`src/rtl/param_lane_packer_pkg.sv`:
```
// Shared types and helpers for the lane packer.
// Provides the FSM state enum, default geometry and the pad-shift helper.
package param_lane_packer_pkg;

    localparam int DEF_LANE_W = 8;
    localparam int DEF_LANES  = 4;

    typedef enum logic [1:0] {
        FILL  = 2'd0,
        FULL  = 2'd1,
        DRAIN = 2'd2
    } state_t;

    // Bits to shift a partial word left so its first lane lands on top.
    // Zero when the word is already full.
    function automatic int pad_shift(int lanes, int filled, int lane_w);
        return (lanes - filled) * lane_w;
    endfunction

endpackage

```
`src/rtl/param_lane_packer.sv`:
```
// Packs LANE_W-bit lanes into a LANES-wide word, first lane most significant.
// Ports: clk/reset; in_valid/in_ready/in_data lane input; flush closes a
// partial word; word_valid/word_ready/word_data/word_lanes word output;
// drain_req starts a lane-serial drain on lane_valid/lane_ready/lane_data.
module param_lane_packer
    import param_lane_packer_pkg::*;
#(
    parameter int LANE_W = DEF_LANE_W,
    parameter int LANES  = DEF_LANES,
    parameter int CNT_W  = $clog2(LANES + 1)
) (
    input  logic                     clk,
    input  logic                     reset,
    input  logic                     in_valid,
    output logic                     in_ready,
    input  logic [LANE_W-1:0]        in_data,
    input  logic                     flush,
    output logic                     word_valid,
    input  logic                     word_ready,
    output logic [LANES*LANE_W-1:0]  word_data,
    output logic [CNT_W-1:0]         word_lanes,
    input  logic                     drain_req,
    output logic                     lane_valid,
    input  logic                     lane_ready,
    output logic [LANE_W-1:0]        lane_data
);

    localparam int W = LANES * LANE_W;

    state_t            state, state_n;
    logic [W-1:0]      sreg, sreg_n, fill_word;
    logic [CNT_W-1:0]  cnt, cnt_n, cnt_inc;
    logic              accept;

    assign accept    = in_valid && (state == FILL);
    assign cnt_inc   = cnt + CNT_W'(accept);
    assign fill_word = accept ? {sreg[W-LANE_W-1:0], in_data} : sreg;

    always_ff @(posedge clk) begin
        if (reset) begin
            state <= FILL;
            sreg  <= '0;
            cnt   <= '0;
        end else begin
            state <= state_n;
            sreg  <= sreg_n;
            cnt   <= cnt_n;
        end
    end

    // Outputs depend only on state/sreg/cnt, so the ready inputs never
    // reach in_ready combinationally.
    always_comb begin
        state_n    = state;
        sreg_n     = sreg;
        cnt_n      = cnt;
        in_ready   = 1'b0;
        word_valid = 1'b0;
        word_data  = '0;
        word_lanes = '0;
        lane_valid = 1'b0;
        lane_data  = '0;
        unique case (state)
            FILL: begin
                in_ready = 1'b1;
                sreg_n   = fill_word;
                cnt_n    = cnt_inc;
                if (cnt_inc == CNT_W'(LANES)) begin
                    state_n = FULL;
                end else if (flush && (cnt_inc != '0)) begin
                    // Lane taken this cycle is already in fill_word.
                    sreg_n  = fill_word
                              << pad_shift(LANES, int'(cnt_inc), LANE_W);
                    state_n = FULL;
                end
            end
            FULL: begin
                word_valid = 1'b1;
                word_data  = sreg;
                word_lanes = cnt;
                if (word_ready) begin
                    sreg_n  = '0;
                    cnt_n   = '0;
                    state_n = FILL;
                end else if (drain_req) begin
                    state_n = DRAIN;
                end
            end
            DRAIN: begin
                lane_valid = 1'b1;
                lane_data  = sreg[W-1 -: LANE_W];
                if (lane_ready) begin
                    if (cnt == CNT_W'(1)) begin
                        sreg_n  = '0;
                        cnt_n   = '0;
                        state_n = FILL;
                    end else begin
                        sreg_n = {sreg[W-LANE_W-1:0], {LANE_W{1'b0}}};
                        cnt_n  = cnt - CNT_W'(1);
                    end
                end
            end
            default: begin
                state_n = FILL;
                sreg_n  = '0;
                cnt_n   = '0;
            end
        endcase
    end

endmodule

```
`config.mk`:
```
export PLATFORM = sky130hd
export DESIGN_NAME = param_lane_packer
export DESIGN_NICKNAME = d
export VERILOG_FILES = /design/src/rtl/param_lane_packer_pkg.sv /design/src/rtl/param_lane_packer.sv
export SDC_FILE = /design/constraint.sdc
export NUM_CORES = 1
export LEC_CHECK = 0
export CAP_MARGIN = 20
export CORE_MARGIN = 3
export CORE_UTILIZATION = 55
export CTS_BUF_LIST = sky130_fd_sc_hd__clkbuf_8
export DETAILED_ROUTE_END_ITERATION = 6
export PLACE_DENSITY = 0.92
export SLEW_MARGIN = 10
export SYNTH_ARGS = -nofsm -noshare
export SYNTH_HDL_FRONTEND = slang
export SYNTH_SLANG_ARGS = --single-unit
```
`constraint.sdc`:
```
create_clock -name clk -period 10.15 [get_ports clk]
set_input_delay 2.03 -clock clk [delete_from_list [all_inputs] [get_ports clk]]
set_output_delay 2.03 -clock clk [all_outputs]
set_load 0.005 [all_outputs]
```
After elaboration in Yosys (flattened, before gate mapping) --
Cells that the tools add are included.
Storage, ports and cells: flip-flop bits (word level) 37
Cells by class: reduce and logical (&&, ||, !) cells 6, eq/ne operators 9, shift operators 1, add/subtract/negate cells 3, mux-type cells 24
Operators with widths (number):
- $mux 32 | 7
- $pmux 32 s3 | 1
- $shl 32x32->32 | 1
- $mux 2 | 6
- $mux 3 | 4
- $pmux 3 s3 | 1
- $mux 8 | 1
- $ne 2x2->1 const B | 3
- $pmux 2 s3 | 1
- $reduce_and 4->1 | 1
- $sub 3x3->4 const A | 1
- $add 3x1->3 | 1
- $eq 3x1->1 const B | 1
- $eq 3x3->1 const B | 1
- $mux 1 | 3
- $ne 3x1->1 const B | 1
- $ne 3x3->1 const B | 1
- $reduce_bool 3->1 | 1
- $sub 3x1->3 const B | 1
- $eq 2x1->1 const B | 1
- $eq 2x2->1 const B | 1
- $logic_and 1x1->1 | 2
- $logic_not 2->1 | 1
- $reduce_and 2->1 | 1

Longest topological paths before layout --
word-level depth 8, gate-level depth with buffers 16, depth with buffers taken out 12

Least setup slack after synthesis --
Ideal clock, no wire load.
kind input to register, from input in_valid, to register sreg[25], stages 14, slack 4.660 ns, arrival time 5.416 ns, path through buf_6 or3b_4 inv_2 buf_2 ha_1 clkbuf_1 clkinv_1 ha_1 ha_1 or4b_1 nor3_1 nand2_1 or3_1 a31oi_1
Between the ends: word-level cells in the longest chain between the ends 7, elaborated cells on any way between the ends 11
Ends and longest elaborated chain:
- from (decl) | line param_lane_packer.sv:14 | input logic in_valid,
- $logic_and 1x1->1 (*) | line param_lane_packer.sv:35 | assign accept = in_valid && (state == FILL);
- $add 3x1->3 | line param_lane_packer.sv:36 | assign cnt_inc = cnt + CNT_W'(accept);
- $sub 3x3->4 or $reduce_bool 3->1 (tied branches) | line param_lane_packer_pkg.sv:17, param_lane_packer.sv:70
- $shl 32x32->32 or $logic_and 1x1->1 (tied branches) | line param_lane_packer.sv:72, param_lane_packer.sv:70
- $mux 32 | line param_lane_packer.sv:70 | end else if (flush && (cnt_inc != '0)) begin
- $mux 32 (*) | line param_lane_packer.sv:68 | if (cnt_inc == CNT_W'(LANES)) begin
- $pmux 32 s3 (*) | line param_lane_packer.sv:63 | unique case (state)
- to (signal assigned) | line param_lane_packer.sv:46 | sreg <= sreg_n;
- to (decl) | line param_lane_packer.sv:31 | logic [W-1:0] sreg, sreg_n, fill_word;
Every way passes the cells marked *; elsewhere a longest branch is shown, timed or not. A chain may end at the register's enable or synchronous reset.

Worst setup path after layout --
Same ends and word-level chain as after synthesis.

==> flow_summary_export.csv <==
group,metric,value,unit
status,status,"complete, no violations",
clocking,cts_max_path_buffers,2,
die,core_area,5270,um^2
clocking,cts_tree,"done",
critical_path,critPathMaxStageDelay,950,ps
critical_path,cp_slowest_cell,"ha_1",
logic_synthesis,yosys_register_bits,37,
finish,diodes,0,
detailed_routing,antenna_left,0,
sta,timing.fmax,140.4,MHz
sta,setup_viol,0,
logic_synthesis,async_reset_ff_share,0,%
finish,syn2layout_area_growth,21.46,%
detailed_routing,wl_per_cell,19.59,um
critical_path,end_kind,"flip-flop",
die,die_w,80.96,um
clocking,clock_latency,300,ps
logic_synthesis,ys_types,62,
die,ios,61,
critical_path,rrSetupSlack,4760,ps
placed_design,gp_congestion,0.9893,
sta,hold_violations,0,
critical_path,r2r-end,"sreg[25]",
logic_synthesis,yosys_warnings,0,
sta,slew_violations,0,
critical_path,worst-path-max-fanout,38,
global_route,grt_pass1_vias,3110,
die,die_h,80.96,um
global_route,grt_pass1_wl,16.39,mm
logic_synthesis,synth_area,3090,um^2
clocking,clock_sinks,37,
critical_path,cp.required,10360,ps
global_route,grt_overflow,0,
sta,finClkSkew,10.79,ps
clocking,cts_max_level,2,
sta,fin_crit_sh,70.18,%
clocking,cts-root-buf,"clkbuf_8",
global_route,grt_use_total,32.20,%
clocking,hold_buffers,0,
clocking,cts-buffers-inserted,5,
sta,rsz0062_at_grt,"no",
die,die-area,6555,um^2
detailed_routing,vias,3521,
critical_path,r2r_cells,11,
power,powerDensity,264.7,nW/um^2
critical_path,crit_end,"sreg[25]",
global_route,grt_max_degree,39,
sta,min_period,7123,ps
clocking,cts_setup_buffers,0,
power,cellLeakagePower,1.303,nW
clocking,path_clk_slew,80,ps
critical_path,crit_start,"in_valid",
detailed_routing,via_per_inst,6.784,
logic_synthesis,ys_seq_area_share,23.97,%
finish,final_layout_size_suffix_gt1_share,7.795,%
logic_synthesis,synth_edf_count,0,
die,rows,26,
detailed_routing,drt_iter0_drc,659,
logic_synthesis,synth_area_leader_cell,"dfxtp_1",
sta,maxSlewHeadroom,27.07,%
critical_path,startpoint_type,"primary input",
critical_path,worstPathArrival,7340,ps
sta,timing.hold.ws,567.0,ps
logic_synthesis,synth_top_area_share,23.97,%
logic_synthesis,synthesis.nets,427,
placed_design,portBuffers,60,
sta,worstMarginPinSlew,1093,ps
run,cap_viol_max_count,0,
critical_path,r2r-start,"state[1]",
logic_synthesis,yosysMostFrequentCell,"nand2_1",
logic_synthesis,synth.area.top_cells,"dfxtp_1 24%, and2_1 8.3%, nand2_1 5.7%",
detailed_routing,wirelength,10.17,mm
power,ir_worst_vdd,0.1629,mV
hold_path,min_path_type,"flip-flop to flip-flop",
logic_synthesis,synth_common_cells,"47 x nand2_1, 41 x and2_1, 37 x dfxtp_1",
logic_synthesis,avgSynthCellArea,7.631,um^2
clocking,cts_resized,0,
critical_path,path_class,"primary input to flip-flop",
detailed_routing,dr.pass1.iters,6,
placed_design,dpl.hpwl,7.261,mm
die,start_util,58.64,%
finish,layout.nets,471,
critical_path,cpMostUsedCell,"ha_1",
sta,tns,0,ps
logic_synthesis,synthCells,405,
critical_path,crit_chain,"clkdlybuf4s50_1 > or3b_4 > inv_2 > ha_1 > clkinv_1 > ha_1 > ha_1 > or4b_1 > nor3_1 > nand2_1 > or3_1 > a31oi_1",
detailed_routing,drcViolationCount,0,
logic_synthesis,synthFlopType,"dfxtp_1",
global_route,antenna_found_initial,0,
[placed cells by master (no fill, tap or decap), types with 5 or more instances in the layout]
cell type,Yosys,layout
clkbuf_8,0,6
a221o_1,8,8
nand3_1,6,6
o211ai_1,6,6
o31ai_1,5,5
a22o_1,9,9
clkdlybuf4s50_1,0,60
nor3_1,10,10
mux2i_1,11,11
a31oi_1,12,12
o21ai_0,12,12
nand2_1,47,47
inv_1,6,6
a22oi_1,16,16
a221oi_1,6,6
and2_1,41,41
a21oi_1,21,21
o221a_2,5,5
and3_1,10,10
o22ai_1,9,9
nor2_1,30,30
dfxtp_1,37,37
ha_1,7,7
[logic make-up after synthesis]
logic type                 count (synthesis)  share of synthesized area (%)
AOI/OAI and AO/OA                        146                          35.26
xor gates and xnor gates                   2                         0.8099
adders and majority gates                  7                          2.834
buffers and inverters                     34                          5.303
DFF                                       37                          23.97
muxes                                     12                          3.927
and+or+nand+nor                          167                          27.90
[worst min path at each step]
stage                     startpoint      end  slack [ps]  depth (start not counted)
after floorplan              sreg[7]  sreg[7]         470                          2
after global placement        cnt[1]   cnt[1]         530                          2
after detailed placement     sreg[7]  sreg[7]         550                          2
after CTS                    sreg[7]  sreg[7]         560                          2
after global routing         sreg[7]  sreg[7]         630                          2
final                        sreg[7]  sreg[7]         570                          2
[final cells by class]
type                    count  area (um^2)
clock buffers               6        82.58
clock inverters             1        7.507
fillers                   454         1516
inverters                   9        33.78
multi-input cells         334         2186
flip-flops and latches     37        740.7
well taps                  70        87.58
repair buffers             62        615.6
[stage by stage]
stage	total power, mW	worst slack [ps]	instances	util, %	cell area (um^2)
floorplan	0.6985	4660	405	-	3090
global placement	0.8504	3108	512	69.52	3664
detailed placement	0.8625	2844	512	69.52	3664
CTS	0.9721	3146	519	71.23	3754
global route	1.062	2679	519	71.23	3754
finish	0.9937	3027	519	71.23	3754
[worst max-delay path, delay by kind of cell]
kind / cells / cell delay [ps]
simple gates: 5 / 2190
fa+ha+maj: 3 / 1640
buf+inv: 3 / 1340
compound gates: 1 / 120
[flip-flops by register name, summed over array words and instances (netlist names)]
register,count
cnt,3
sreg,32
state,2
[layer usage]
metal	track usage (%)	wire, um
met5	0	0
met4	6.757	120
met1	45.46	4282
met2	50.16	4630
met3	7.206	1133
[power by group]
part,total (mW),switching [mW],internal [mW]
clock network,0.109,0.0555,0.0538
registers,0.246,0.0660,0.180
logic,0.639,0.414,0.225
No activity file was read; power rests on OpenSTA's default activity.
